<file path="src/rtl/code_tick_gen_if.sv">
// code_tick_gen_if: load/enable controls and strobe/readback outputs of the NCO chip tick source
interface code_tick_gen_if #(
  parameter int ACC_W = 32,
  parameter int CNT_W = 10
);
  logic             wr;
  logic [ACC_W-1:0] fcw_in;
  logic [CNT_W-1:0] chip_init;
  logic             enable;
  logic             plusSignal;
  logic             overSignal;
  logic [CNT_W-1:0] chip_idx;
  logic [ACC_W-1:0] fcw;
  modport master (
    output wr, fcw_in, chip_init, enable,
    input  plusSignal, overSignal, chip_idx, fcw
  );
  modport slave (
    input  wr, fcw_in, chip_init, enable,
    output plusSignal, overSignal, chip_idx, fcw
  );
endinterface

</file>
<file path="src/rtl/code_tick_gen.sv">
// code_tick_gen: phase-accumulator chip tick and code-period-end strobe generator
module code_tick_gen #(
  parameter int ACC_W    = 32,
  parameter int CHIP_LEN = 1023,
  parameter int CNT_W    = 10
) (
  input logic              clk,
  input logic              reset,
  code_tick_gen_if.slave   bus
);
  localparam logic [CNT_W-1:0] LAST = CNT_W'(CHIP_LEN - 1);
  logic [ACC_W-1:0] acc_q, acc_d, fcw_q, fcw_d, sum;
  logic [CNT_W-1:0] idx_q, idx_d, init_c;
  logic             plus_q, plus_d, over_q, over_d, carry, last;
  assign {carry, sum} = {1'b0, acc_q} + {1'b0, fcw_q};
  assign last   = idx_q == LAST;
  // out-of-range preloads clamp to chip 0 rather than flagging an error
  assign init_c = (32'(bus.chip_init) >= CHIP_LEN) ? '0 : bus.chip_init;
  always_comb begin
    acc_d  = acc_q;
    fcw_d  = fcw_q;
    idx_d  = idx_q;
    plus_d = 1'b0;
    over_d = 1'b0;
    if (bus.wr) begin
      fcw_d = bus.fcw_in;
      acc_d = '0;
      idx_d = init_c;
    end else if (bus.enable) begin
      acc_d  = sum;
      plus_d = carry;
      over_d = carry & last;
      idx_d  = carry ? (last ? '0 : idx_q + CNT_W'(1)) : idx_q;
    end
  end
  always_ff @(posedge clk) begin
    if (reset) begin
      acc_q  <= '0;
      fcw_q  <= '0;
      idx_q  <= '0;
      plus_q <= 1'b0;
      over_q <= 1'b0;
    end else begin
      acc_q  <= acc_d;
      fcw_q  <= fcw_d;
      idx_q  <= idx_d;
      plus_q <= plus_d;
      over_q <= over_d;
    end
  end
  assign bus.plusSignal = plus_q;
  assign bus.overSignal = over_q;
  assign bus.chip_idx   = idx_q;
  assign bus.fcw        = fcw_q;
endmodule

</file>
<file path="src/flat_wrapper.sv">
// flat-port wrapper written by rule: the top's interface ports become plain ports
module code_tick_gen_flat 
#(
  parameter int ACC_W    = 32,
  parameter int CHIP_LEN = 1023,
  parameter int CNT_W    = 10
)
  (clk, reset, bus_wr, bus_fcw_in, bus_chip_init, bus_enable, bus_plusSignal, bus_overSignal, bus_chip_idx, bus_fcw);
  code_tick_gen_if #(.ACC_W(ACC_W), .CNT_W(CNT_W)) bus_i ();
  input logic clk;
  input logic reset;
  input wire logic [$bits(bus_i.wr)-1:0] bus_wr;
  input wire logic [$bits(bus_i.fcw_in)-1:0] bus_fcw_in;
  input wire logic [$bits(bus_i.chip_init)-1:0] bus_chip_init;
  input wire logic [$bits(bus_i.enable)-1:0] bus_enable;
  output wire logic [$bits(bus_i.plusSignal)-1:0] bus_plusSignal;
  output wire logic [$bits(bus_i.overSignal)-1:0] bus_overSignal;
  output wire logic [$bits(bus_i.chip_idx)-1:0] bus_chip_idx;
  output wire logic [$bits(bus_i.fcw)-1:0] bus_fcw;
  assign bus_i.wr = bus_wr;
  assign bus_i.fcw_in = bus_fcw_in;
  assign bus_i.chip_init = bus_chip_init;
  assign bus_i.enable = bus_enable;
  assign bus_plusSignal = bus_i.plusSignal;
  assign bus_overSignal = bus_i.overSignal;
  assign bus_chip_idx = bus_i.chip_idx;
  assign bus_fcw = bus_i.fcw;
  code_tick_gen #(.ACC_W(ACC_W), .CHIP_LEN(CHIP_LEN), .CNT_W(CNT_W)) u_core (.clk(clk), .reset(reset), .bus(bus_i));
endmodule
</file>
<file path="config.mk">
export PLATFORM = sky130hd
export DESIGN_NAME = code_tick_gen_flat
export DESIGN_NICKNAME = d
export VERILOG_FILES = /design/src/rtl/code_tick_gen_if.sv /design/src/rtl/code_tick_gen.sv /design/src/flat_wrapper.sv
export SDC_FILE = /design/constraint.sdc
export NUM_CORES = 1
export LEC_CHECK = 0
export CAP_MARGIN = 40
export CORE_ASPECT_RATIO = 2
export CORE_MARGIN = 2
export CORE_UTILIZATION = 35
export DETAILED_ROUTE_END_ITERATION = 10
export SLEW_MARGIN = 25
export SYNTH_ARGS = -nofsm -noshare
export SYNTH_HDL_FRONTEND = slang
export SYNTH_SLANG_ARGS = --single-unit
</file>
<file path="constraint.sdc">
create_clock -name clk -period 5.2 [get_ports clk]
set_input_delay 1.3 -clock clk [delete_from_list [all_inputs] [get_ports clk]]
set_output_delay 1.3 -clock clk [all_outputs]
set_load 0.03 [all_outputs]
</file>
# Yosys cells after proc, flatten, opt, wreduce, memory -nomap -nowiden
# Index checks and enable logic that the tools add are counted.
[op_classes]
n_addsub = 2
order_cmp = 1
eq_ne = 1
n_mux = 5
bitwise_logic = 2
n_reduce_logical = 5
[op_table]
columns = ["cell", "count"]
rows = [
  ["$mux W10", 5],
  ["$add A32 B32 Y33", 1],
  ["$add A10 B1 Y10 const B", 1],
  ["$eq A10 B10 Y1 const B", 1],
  ["$ge A10 B10 Y1 const B", 1],
  ["$reduce_bool A2 Y1", 2],
  ["$reduce_or A3 Y1", 1],
  ["$reduce_and A2 Y1", 1],
  ["$reduce_or A2 Y1", 1],
  ["$and A1 B1 Y1", 1],
  ["$not A1 Y1", 1],
]
[word_totals]
register_bits = 76
inputBits = 46
out_inout_bits = 44

# Depth between registers and ports, before layout
[logic_depth]
depth_word = 5
mapped_depth = 11
ltp_nobuf = 10

# Least setup slack after synthesis
# No wires, ideal clock.
[synth_timing]
path_type = "input to register"
from = "input bus_enable"
to = "register u_core.acc_q[5]"
arrival_time_ns = 2.535
required_ns = 5.072
setup_slack_ns = 2.538
cell_stages = 5
path_cell_list = "clkbuf_8 > clkbuf_1 > clkbuf_1 > mux2i_1 > nor2_1"
[synth_rtl]
columns = ["item", "line_no", "text"]
rows = [
  ["start: declaration", "flat_wrapper.sv:15", "input wire logic [$bits(bus_i.enable)-1:0] bus_enable;"],
  ["end signal: assignment", "code_tick_gen.sv:38", "acc_q <= '0;"],
  ["end signal: assignment", "code_tick_gen.sv:44", "acc_q <= acc_d;"],
  ["end: declaration", "code_tick_gen.sv:12", "logic [ACC_W-1:0] acc_q, acc_d, fcw_q, fcw_d, sum;"],
]

==> results by group <==
Run status
  • Status: complete, no violations

Critical path
  • Reg2reg end: u_core.bus.chip_idx[7]$_SDFFE_PP0P_
  • Beginning of the worst register-to-register path: u_core.bus.fcw[0]$_SDFFE_PP0P_
  • Crit. End Element: flop
  • Worst reg2reg path depth: 10
  • CP startpoint kind: input port
  • CP required: 5.49 ns
  • WP data arrival: between 3 and 4 ns
  • Critical path class: input port to flop
  • CP max FO: 19
  • R2R setup slack: approximately 2.4 ns

Timing
  • Setup_tns: 0 ns
  • Worst clock skew: 0.00832 ns
  • Fin. max-slew vios: 0
  • Slew HR: 0.496
  • Highest clock rate: 311 MHz
  • Crit share post-route: 0.618
  • Final hold violation count: 0
  • Least-Margin Pin Slew: 0.753 ns
  • Final setup viols: 0
  • Setup ws final: roughly 2.0 ns
  • RSZ-0062 raised after global routing: false
  • Min Tclk post-route: 3.21 ns

Clock network
  • Root buf cell: clkbuf_16
  • Resized cells post-CTS: 0
  • TritonCTS Buffers: 9
  • CTS tree: yes
  • Post-CTS setup buffers: 0
  • Clock sink total: 76
  • Worst-Skew Late Latency: 0.34 ns
  • H-tree levels: 3
  • CTS clk-pin slew, worst paths: ~0.06 ns
  • Clock tree buffer depth: 2
  • Hold buffers post-CTS: 0

Layout
  • Net count, final: between 700 and 800
  • Post-layout instance area: 6220 µm²
  • Layout cell share with drive strength beyond 1: 0.0773
  • Ant. Diodes: 0
  • Area grow syn2layout: 27.0%

Floorplanning
  • Core area: ~14000 µm²
  • Die ar.: between 15000 and 20000 µm²
  • Die Ht: 171 µm
  • Die width: 87.6 µm
  • Initial core utilization: 0.354
  • I/O pin total: 90
  • Site row count: around 60

Hold path
  • Worst Hold Class: flop to flop
  • Worst Hold Path EP: u_core.acc_q[27]$_SDFFE_PP0P_
  • Hold path depth: 2
  • Hold_sp: u_core.acc_q[27]$_SDFFE_PP0P_

Logic synthesis
  • Mapped Area: 4900 µm²
  • Register area share after synthesis: 0.311
  • Avg Cell Area, Syn: just under 9 µm²
  • Primary FF master, synth: dfxtp_1
  • Number of flops mapped to enable cells by yosys: 0
  • Syn. warnings: 0
  • Synth Net Count: around 650
  • Yosys reg bits: 76
  • Async SR Flop Fraction: 0
  • Cells after synthesis: roughly 570
  • Netlist cell types: 74

Placed design
  • Dpl ws: 1.58 ns
  • Gpl congestion: 0.887
  • # port buffers: 89
  • Placed instance area: around 5900 µm²
  • DPL Wire Length: about 10 mm

Power and ir drop
  • Worst VDD drop: between 0.1 and 0.15 mV
  • Pwr/cell area: 259 nW/µm²
  • Static Leakage: 2.59 nW

Drt
  • Via density: 5.23
  • Routed vias: 4372
  • Initial DRC Count: 263
  • Post-route DRC: 0
  • Pre-antenna DRT Iters: 5
  • Antenna viol nets, final: 0
  • Final WL: ~13 mm
  • DR WL/cell: roughly 16 µm

GRT
  • Total Routing Usage GR: 0.176
  • Largest net degree at the start of global routing: 44
  • Antenna violations before repair: 0
  • First-pass GRT wire length: 20.7 mm
  • Gr ovfl total: 0
  • Vias in the first global route: 4355

Flow run
  • Max_cap viols: 0
==> registers in the layout (all words and copies together) (netlist names) <==
signal	flops
u_core.acc_q	32
u_core.bus.chip_idx	10
u_core.bus.fcw	32
u_core.bus.overSignal	1
u_core.bus.plusSignal	1
==> critical path, cell delays in order <==
cell and delay, ns:
clkdlybuf4s50_1 0.96, inv_1 0.42, or3_2 0.56, mux2i_1 0.14, a311o_1 0.12
==> kinds of logic after synthesis <==
kind of cell	share of synthesized area
xor+xnor	0.0376
mux	0.100
simple gates	0.180
fa+ha+maj	0.0910
buf+inv	0.0468
flops	0.311
compound gates	0.234
==> cell usage after synthesis (2+ instances only) <==
master    number  area share
nor2_1        86       0.066
dfxtp_1       76        0.31
mux2i_1       49        0.10
a21oi_1       42       0.043
nand2_1       35       0.027
ha_1          34       0.087
clkbuf_1      18       0.014
a21o_1        17       0.026
nand3_1       16       0.016
o21ai_0       16       0.016
a211oi_1      15       0.023
inv_1         14       0.011
xnor2_1       14       0.025
nand4_1        8       0.010
o21bai_1       8       0.012
xor2_1         7       0.013
nor3_1         6      0.0061
o211ai_1       6      0.0092
a31oi_1        5      0.0064
nand4b_1       5      0.0089
o21a_1         5      0.0077
and3_1         4      0.0051
buf_6          4      0.0092
clkbuf_8       4       0.011
nand3b_1       3      0.0046
nor2b_1        3      0.0038
o21ai_1        3      0.0031
or2_2          3      0.0038
a211o_1        2      0.0036
a211o_2        2      0.0041
a22oi_1        2      0.0031
a311o_1        2      0.0041
a41oi_1        2      0.0036
and2_1         2      0.0026
and4_1         2      0.0036
nand2b_1       2      0.0026
o21ba_2        2      0.0041
o311ai_2       2      0.0066
o31a_1         2      0.0036
o31ai_1        2      0.0031
or4_1          2      0.0031
==> layout by cell type (no fill, tap or decap), drive strengths merged, types with 7 or more instances in the layout <==
cell type,Yosys,routed
xor2,7,7
o21bai,8,8
xnor2,14,14
nand2,35,35
ha,34,34
o211ai,7,7
nor2,87,87
a21oi,43,43
clkbuf,22,11
o21ai,21,21
a21o,18,18
a211oi,16,16
nand3,17,17
clkdlybuf4s50,0,87
mux2i,49,49
nand4,9,9
inv,14,16
dfxtp,76,76
==> area by class of cell <==
| class | count | area [µm²] |
|---|---|---|
| clock buffer | 10 | 239 |
| clock inverter | 6 | 93.8 |
| fill | 1369 | 7590 |
| inverter | 14 | 52.6 |
| multi-input combinational | 447 | 3150 |
| sequential | 76 | 1520 |
| tap | 189 | 236 |
| timing repair buffer | 94 | 931 |
==> worst max-delay path by stage <==
stage / depth (start not counted) / end / startpoint
after floorplan: 5 / u_core.acc_q[5]$_SDFFE_PP0P_ / bus_enable
after global placement: 6 / u_core.acc_q[25]$_SDFFE_PP0P_ / bus_wr
after detailed placement: 6 / u_core.acc_q[25]$_SDFFE_PP0P_ / bus_wr
after CTS: 6 / u_core.acc_q[25]$_SDFFE_PP0P_ / bus_wr
after global routing: 5 / u_core.acc_q[25]$_SDFFE_PP0P_ / bus_enable
final: 5 / u_core.acc_q[25]$_SDFFE_PP0P_ / bus_enable
==> routing by layer <==
metal / global-route usage / vias to the layer above / part of all wire
li1: - / 2225 / -
met1: 0.181 / 2042 / 0.37
met2: 0.343 / 77 / 0.57
met3: 0.0211 / 28 / 0.025
met4: 0.0756 / 0 / 0.031
met5: 0 / - / 0
==> report_power, final <==
group,internal [W],switching (W),leakage (nW)
Clock,0.000438,0.000262,0.160
Combinational,0.000126,0.000153,1.81
Sequential,0.000608,0.0000263,0.622
==> metrics by stage <==
| step | cells | hold WS (ns) | total power (W) | utilization |
|---|---|---|---|---|
| 3_5_place_dp | 818 | 0.447 | 0.000926 | 0.424 |
| 2_1_floorplan | 565 | 0.429 | 0.000823 | - |
| 5_1_grt | 836 | 0.468 | 0.00168 | 0.450 |
| 4_1_cts | 834 | 0.455 | 0.00163 | 0.448 |
| 3_3_place_gp | 818 | 0.438 | 0.000922 | 0.424 |
| 6_report | 836 | 0.451 | 0.00161 | 0.450 |
Note: power is estimated with default switching activity, not from simulation.
